--- config.mk ---
export PLATFORM = sky130hd
export DESIGN_NAME = break_sched
export DESIGN_NICKNAME = d
export VERILOG_FILES = /design/src/rtl/break_pkg.sv /design/src/rtl/rr_arbiter.sv /design/src/rtl/break_sched.sv
export SDC_FILE = /design/constraint.sdc
export NUM_CORES = 1
export LEC_CHECK = 0
export BUFFER_PORTS_ARGS = -buffer_cell sky130_fd_sc_hd__buf_2
export CORE_AREA = 2 2 90 57
export CTS_CLUSTER_SIZE = 16
export DETAILED_ROUTE_END_ITERATION = 7
export DIE_AREA = 0 0 92 59
export HOLD_SLACK_MARGIN = 0.1
export SYNTH_ARGS = -nofsm -noshare
export SYNTH_HDL_FRONTEND = slang
export SYNTH_SLANG_ARGS = --single-unit
--- constraint.sdc ---
create_clock -name clk -period 7.69 [get_ports clk]
set_clock_uncertainty 0.15 [all_clocks]
set_input_delay 0.3845 -clock clk [delete_from_list [all_inputs] [get_ports clk]]
set_output_delay 0.3845 -clock clk [all_outputs]
set_load 0.02 [all_outputs]
--- src/rtl/break_pkg.sv ---
// -----------------------------------------------------------------------------
// break_pkg
// Shared definitions for the break scheduler and its request arbiter.
//   state_t          : scheduler FSM states and their fixed debug encodings
//   DEF_*            : default values for the break_sched parameters
//   grant_w()        : width of a source index for n requesters
//   cnt_w()          : width of the shared timeout / run-window counter
// -----------------------------------------------------------------------------
package break_pkg;

    // Encodings are visible on debug_state, so they are pinned explicitly.
    typedef enum logic [2:0] {
        ST_IDLE    = 3'd0,
        ST_BREAK   = 3'd1,
        ST_SERVICE = 3'd2,
        ST_RESUME  = 3'd3,
        ST_HOLD    = 3'd4
    } state_t;

    localparam int DEF_NUM_REQ      = 4;
    localparam int DEF_MIN_RUN      = 16;
    localparam int DEF_HALT_TIMEOUT = 1024;

    // Index width for n sources; never narrower than one bit.
    function automatic int grant_w(input int n);
        return (n < 2) ? 1 : $clog2(n);
    endfunction

    // One extra bit over the larger terminal count so neither load value
    // nor the timeout compare can wrap.
    function automatic int cnt_w(input int min_run, input int halt_timeout);
        int m;
        m = (min_run > halt_timeout) ? min_run : halt_timeout;
        return $clog2(m) + 1;
    endfunction

endpackage

--- src/rtl/rr_arbiter.sv ---
// -----------------------------------------------------------------------------
// rr_arbiter
// Combinational round-robin pick: returns the first set request at or above
// the priority pointer, wrapping past the top index back to 0.
//   N    : number of requesters
//   req  : request vector, bit i = source i
//   ptr  : index with highest priority this pick
//   any  : at least one request is set
//   idx  : index of the winning request (0 when any = 0)
// The pointer update is left to the user so the same block can serve
// arbiters with different advance rules.
// -----------------------------------------------------------------------------
module rr_arbiter
    import break_pkg::*;
#(
    parameter int N = DEF_NUM_REQ
) (
    input  logic [N-1:0]          req,
    input  logic [grant_w(N)-1:0] ptr,
    output logic                  any,
    output logic [grant_w(N)-1:0] idx
);

    localparam int W = grant_w(N);
    localparam logic [W-1:0] LAST = W'(N - 1);

    logic [W-1:0] cand;

    // Walk the candidates in priority order starting at ptr; the first hit
    // wins and later hits are ignored.
    // NOTE: every variable written here gets a value before any branch,
    // otherwise synthesis infers a latch to hold the old value.
    always_comb begin
        any  = 1'b0;
        idx  = '0;
        cand = ptr;
        for (int i = 0; i < N; i++) begin
            if (!any && req[cand]) begin
                any = 1'b1;
                idx = cand;
            end
            cand = (cand == LAST) ? '0 : cand + W'(1);
        end
    end

endmodule

--- src/rtl/break_sched.sv ---
// -----------------------------------------------------------------------------
// break_sched
// Central scheduler for debug / co-simulation breaks. Level requests from
// NUM_REQ sources are round-robin arbitrated; the winner halts the core via
// break_out/halted, is handed to the host for service, then the core is
// resumed with turn2run and allowed to run at least MIN_RUN cycles before
// the next break.
//
// Parameters
//   NUM_REQ      : number of break requesters (2..8)
//   MIN_RUN      : guaranteed run cycles after resume (>=1)
//   HALT_TIMEOUT : cycles to wait for halted before aborting a break (>=2)
//
// Ports
//   clk          : system clock
//   resetn       : asynchronous active-low reset
//   req          : level break requests, bit i = source i
//   halted       : core is stopped at a break (level)
//   svc_done     : one-cycle pulse, host finished servicing grant_id
//   err_clr      : one-cycle pulse, clears timeout_err
//   break_out    : break request to the core
//   grant_valid  : host should service grant_id
//   grant_id     : index of the granted source
//   turn2run     : one-cycle resume pulse to the core
//   busy         : scheduler is not idle
//   timeout_err  : sticky halt-timeout flag
//   debug_state  : current state encoding
// -----------------------------------------------------------------------------
module break_sched
    import break_pkg::*;
#(
    parameter int NUM_REQ      = DEF_NUM_REQ,
    parameter int MIN_RUN      = DEF_MIN_RUN,
    parameter int HALT_TIMEOUT = DEF_HALT_TIMEOUT
) (
    input  logic                        clk,
    input  logic                        resetn,
    input  logic [NUM_REQ-1:0]          req,
    input  logic                        halted,
    input  logic                        svc_done,
    input  logic                        err_clr,
    output logic                        break_out,
    output logic                        grant_valid,
    output logic [grant_w(NUM_REQ)-1:0] grant_id,
    output logic                        turn2run,
    output logic                        busy,
    output logic                        timeout_err,
    output logic [2:0]                  debug_state
);

    localparam int GRANT_W = grant_w(NUM_REQ);
    localparam int CNT_W   = cnt_w(MIN_RUN, HALT_TIMEOUT);

    localparam logic [CNT_W-1:0]   TO_LAST  = CNT_W'(HALT_TIMEOUT - 1);
    localparam logic [CNT_W-1:0]   RUN_LOAD = CNT_W'(MIN_RUN - 1);
    localparam logic [GRANT_W-1:0] PTR_LAST = GRANT_W'(NUM_REQ - 1);

    // -------------------------------------------------------------------------
    // State and datapath registers (q) with their next values (d)
    // -------------------------------------------------------------------------
    state_t             state_q, state_d;
    logic [CNT_W-1:0]   cnt_q,   cnt_d;    // BREAK: timeout count, HOLD: run window
    logic [GRANT_W-1:0] ptr_q,   ptr_d;    // round-robin priority pointer
    logic [GRANT_W-1:0] gid_q,   gid_d;    // latched winner
    logic               err_q,   err_d;
    logic               first_q, first_d;  // first cycle of RESUME

    logic               arb_any;
    logic [GRANT_W-1:0] arb_idx;
    logic [GRANT_W-1:0] ptr_next;

    rr_arbiter #(
        .N   (NUM_REQ)
    ) u_arb (
        .req (req),
        .ptr (ptr_q),
        .any (arb_any),
        .idx (arb_idx)
    );

    // The pointer always moves just past the source that was granted, both
    // after service and after an aborted break, so a stuck source cannot
    // monopolise the scheduler.
    assign ptr_next = (gid_q == PTR_LAST) ? '0 : gid_q + GRANT_W'(1);

    // -------------------------------------------------------------------------
    // State register
    // -------------------------------------------------------------------------
    // NOTE: sequential state uses non-blocking assignments so every flop
    // samples the values from before the edge, independent of block order.
    always_ff @(posedge clk or negedge resetn) begin
        if (!resetn) begin
            state_q <= ST_IDLE;
            cnt_q   <= '0;
            ptr_q   <= '0;
            gid_q   <= '0;
            err_q   <= 1'b0;
            first_q <= 1'b0;
        end else begin
            state_q <= state_d;
            cnt_q   <= cnt_d;
            ptr_q   <= ptr_d;
            gid_q   <= gid_d;
            err_q   <= err_d;
            first_q <= first_d;
        end
    end

    // -------------------------------------------------------------------------
    // Next-state and datapath logic
    // -------------------------------------------------------------------------
    always_comb begin
        state_d = state_q;
        cnt_d   = cnt_q;
        ptr_d   = ptr_q;
        gid_d   = gid_q;
        // A timeout in the same cycle overrides this clear below.
        err_d   = err_q & ~err_clr;
        first_d = 1'b0;

        case (state_q)
            ST_IDLE: begin
                if (arb_any) begin
                    gid_d   = arb_idx;
                    cnt_d   = '0;
                    state_d = ST_BREAK;
                end
            end

            ST_BREAK: begin
                if (halted) begin
                    cnt_d   = '0;
                    state_d = ST_SERVICE;
                end else if (cnt_q == TO_LAST) begin
                    // Core never stopped: abandon this source, still enforce
                    // the run window before trying anything else.
                    err_d   = 1'b1;
                    ptr_d   = ptr_next;
                    cnt_d   = RUN_LOAD;
                    state_d = ST_HOLD;
                end else begin
                    cnt_d = cnt_q + CNT_W'(1);
                end
            end

            ST_SERVICE: begin
                if (svc_done) begin
                    ptr_d   = ptr_next;
                    first_d = 1'b1;
                    state_d = ST_RESUME;
                end
            end

            ST_RESUME: begin
                // Wait for the core to actually leave the halted state so the
                // run window measures real execution time.
                if (!halted) begin
                    cnt_d   = RUN_LOAD;
                    state_d = ST_HOLD;
                end
            end

            ST_HOLD: begin
                if (cnt_q == '0) begin
                    state_d = ST_IDLE;
                end else begin
                    cnt_d = cnt_q - CNT_W'(1);
                end
            end

            default: begin
                // Unreachable encodings recover to a clean idle.
                state_d = ST_IDLE;
                cnt_d   = '0;
                gid_d   = '0;
                err_d   = 1'b0;
            end
        endcase
    end

    // -------------------------------------------------------------------------
    // Outputs: decoded from registered state only, so they are glitch-free
    // and 0 in any illegal state.
    // -------------------------------------------------------------------------
    always_comb begin
        break_out   = 1'b0;
        grant_valid = 1'b0;
        busy        = 1'b0;
        turn2run    = 1'b0;
        case (state_q)
            ST_BREAK: begin
                break_out = 1'b1;
                busy      = 1'b1;
            end
            ST_SERVICE: begin
                break_out   = 1'b1;
                grant_valid = 1'b1;
                busy        = 1'b1;
            end
            ST_RESUME: begin
                busy     = 1'b1;
                turn2run = first_q;
            end
            ST_HOLD: begin
                busy = 1'b1;
            end
            default: begin
                break_out   = 1'b0;
                grant_valid = 1'b0;
                busy        = 1'b0;
                turn2run    = 1'b0;
            end
        endcase
    end

    assign grant_id    = gid_q;
    assign timeout_err = err_q;
    assign debug_state = state_q;

endmodule

==> impl_metrics.json <==
{
  "powerDensity_nw_per_um2": 387.9,
  "floorplan.initialDensity": 0.4064,
  "p_comb_frac": 0.592,
  "vias_per_cell": 6.319,
  "synth_top_family_by_area": "compound AO/OA/AOI/OAI gates",
  "wl_per_cell_um": 17.34,
  "place_hpwl_um": 3628,
  "grt_usage": 0.1983,
  "status": "finished clean",
  "p_sw_frac": 0.4888,
  "critPathSlowestCell": "ha_1",
  "synth_most_common_cell": "dfrtp_1",
  "ant_nets": 0,
  "fin_nets": 237,
  "worstHoldPathType": "primary input to flop",
  "dpl-instance-area_um2": 1929,
  "setup_viol": 0,
  "synth_edf_count": 0,
  "post-route-period-util": 0.4230,
  "yosys_most_used_dff": "dfrtp_1",
  "grt-ovfl-total": 0,
  "cp-start-kind": "flop",
  "slew_violations": 0,
  "synth_top_area_frac": 0.2727,
  "max_slew_margin": 0.4004,
  "fp.dieH_um": 59,
  "synth_fa_ha_area_frac": 0.03408,
  "hold_viol": 0,
  "routed_wl_um": 4943,
  "grt_pass1_wl_um": 8404,
  "htree_levels": 1,
  "ys_seq_area_frac": 0.2727,
  "clk_latency_ns": 0.27,
  "fp.dieArea_um2": 5428,
  "place_congestion": 0.8344,
  "cpMostUsedCell": "mux2_4",
  "core-area_um2": 4517,
  "antennaDiodeCount": 0,
  "fmax_mhz": 307.4,
  "first_global_vias": 1624,
  "antenna_found_initial": 0,
  "path_clk_slew_ns": 0.09,
  "yosysTopAreaCell": "dfrtp_1",
  "syn_inst": 213,
  "cts_buffers": 3,
  "first_pass_iters": 5,
  "cp.required_ns": 7.70,
  "cp_max_fo": 11,
  "r2r_setup_slack_ns": 4.44,
  "rsz0062_at_grt": "no",
  "min_period_ns": 3.253,
  "syn_to_final_growth_pct": 9.543,
  "stdcell_area_um2": 2011,
  "synth.avg_cell_area_um2": 8.617,
  "placementRows": 19,
  "synthSimpleGateAreaFrac": 0.2645,
  "ir_worst_vdd_mv": 0.1673,
  "vias": 1801,
  "syn_area_um2": 1836,
  "drt_iter0_drc": 127,
  "tightestPinTransition_ns": 0.8912,
  "max_stage_delay_ns": 0.52,
  "async_flop_share": 1.000,
  "muxShareOfSynthArea": 0.07021,
  "synth-seq-cells": 20,
  "synth_fp_nets": 227,
  "clockRootBuffer": "clkbuf_8",
  "setup-tns-final_ns": 0,
  "numPortBuffers": 18,
  "drive_above_1_share": 0.2027,
  "synth_compound_area_frac": 0.2788,
  "leakage_nw": 0.7976,
  "grt_max_degree": 21,
  "io_pins": 19,
  "synthTopCellsByArea": "dfrtp_1 27%, o31ai_1 4.1%, ha_1 3.4%",
  "crit_path_cell_trace": "ha_1 -> mux2_4 -> or4_4 -> a211oi_4 -> or2_1 -> mux2_4",
  "nFillCells": 443,
  "die_w_um": 92,
  "pwr-share-seq": 0.264,
  "path_class": "flop to flop",
  "clk_path_buf_depth": 2,
  "cts_tree": "built",
  "hold_ws_ns": 0.2276,
  "p_switching_uw": 381.2,
  "clkPwrFrac": 0.144,
  "synthXorXnorAreaFrac": 0.01431,
  "endpoint_kind": "flop",
  "intPower_uw": 398.7,
  "ys_types": 62,
  "cap_violations": 0,
  "drc": 0,
  "yosys_warnings": 0,
  "arrival_ns": 3.27,
  "multiInputGateArea_um2": 1215,
  "register_area_um2": 500.5,
  "cts_sinks": 20,
  "synth.cells.most_frequent": "20 x dfrtp_1, 16 x nor2_1, 14 x nand2_1"
}
[final timing paths]
check                                   startpoint                 endpoint  cells past startpoint
hold / removal                            svc_done        first_q$_DFF_PN0_                      2
setup reg to reg              ptr_q[0]$_DFFE_PN0P_     cnt_q[1]$_DFFE_PN0P_                      6
min in group asynchronous                   resetn     cnt_q[0]$_DFFE_PN0P_                      2
setup / recovery              ptr_q[0]$_DFFE_PN0P_     cnt_q[1]$_DFFE_PN0P_                      6
hold reg to reg            grant_id[0]$_DFFE_PN0P_  grant_id[0]$_DFFE_PN0P_                      2
max in group asynchronous                   resetn     cnt_q[7]$_DFFE_PN0P_                      2
[area by class of cell]
| class | instances | area share |
|---|---|---|
| multi-input cells | 170 | 0.6042 |
| clock buffers | 3 | 0.02054 |
| repair buffers | 22 | 0.06098 |
| well taps | 63 | 0.03920 |
| clock inverters | 1 | 0.01493 |
| flip-flops and latches | 20 | 0.2489 |
| inverters | 6 | 0.01120 |
[routing by layer]
layer	track usage	wire [um]	vias to the layer above
li1	-	-	838
met1	0.3203	2572	869
met2	0.2689	1919	88
met3	0.04198	415	6
met4	0.03625	36	0
met5	0	0	-
[critical path: cells and delay by family (launching register included)]
kind            cells  cell delay (ns)
compound gates      1             0.48
fa+ha+maj           1             0.52
flops               1             0.51
mux                 2             0.67
simple gates        2             0.82
[metrics by stage]
| step | util | cells | setup slack (ns) | power [mW] |
|---|---|---|---|---|
| after floorplan | - | 213 | 4.940 | 0.5700 |
| after detailed placement | 0.4271 | 280 | 4.471 | 0.6610 |
| after CTS | 0.4452 | 285 | 4.469 | 0.7736 |
| after global placement | 0.4271 | 280 | 4.544 | 0.6599 |
| final | 0.4452 | 285 | 4.437 | 0.7799 |
| after global routing | 0.4452 | 285 | 4.258 | 0.8428 |
[flip-flops by register name, indices dropped and copies added, names as in the netlist]
signal	count
timeout_err	1
debug_state	3
grant_id	2
cnt_q	11
first_q	1
ptr_q	2
[repair_timing]
action                    CTS  global route
gates resized for setup     0             0
hold endpoints to repair   20             0
hold buffers                1             0
setup buffers               0             0
[power by group through the flow]
stage	registers [mW]	clock network [mW]	logic [mW]
floorplan	0.173	0	0.397
global placement	0.206	0	0.454
detailed placement	0.207	0	0.454
CTS	0.204	0.112	0.457
global route	0.216	0.116	0.511
finish	0.206	0.112	0.462
[layout by cell type (no fill, tap or decap), types with 2 or more instances in the layout]
master    netlist  final
nor2_1         16     16
o211ai_1        3      3
clkbuf_8        0      3
o21a_1          4      4
inv_1           6      6
nand3_1         2      2
o311ai_0        2      2
nand4_1         4      4
o21bai_1        2      2
o22ai_1         3      3
a22oi_1         2      2
a21oi_1         9      9
nor4_1          3      3
or4_1           3      3
nor2b_1         5      5
nand2_1        14     14
a221o_1         3      3
nand2b_1        4      4
and2_1          2      2
o32ai_1         4      4
nor4b_1         2      2
or4b_2          2      2
buf_2           8     18
nor3b_1         3      3
o221ai_1        2      2
ha_1            5      5
o31ai_1        10     10
xnor2_1         3      3
mux2i_1         2      2
buf_4           0      3
o21ai_0        11     11
mux2_4          2      2
nor3_1          8      8
mux2_2          5      5
dfrtp_1        20     20
or3_1           5      5
or2_2           2      2
[cells by family after synthesis]
logic type,after synthesis
simple gates,84
xor+xnor,3
compound gates,68
buf+inv,23
fa+ha+maj,5
flops,20
mux,10
Note: power is estimated with default switching activity, not from simulation.
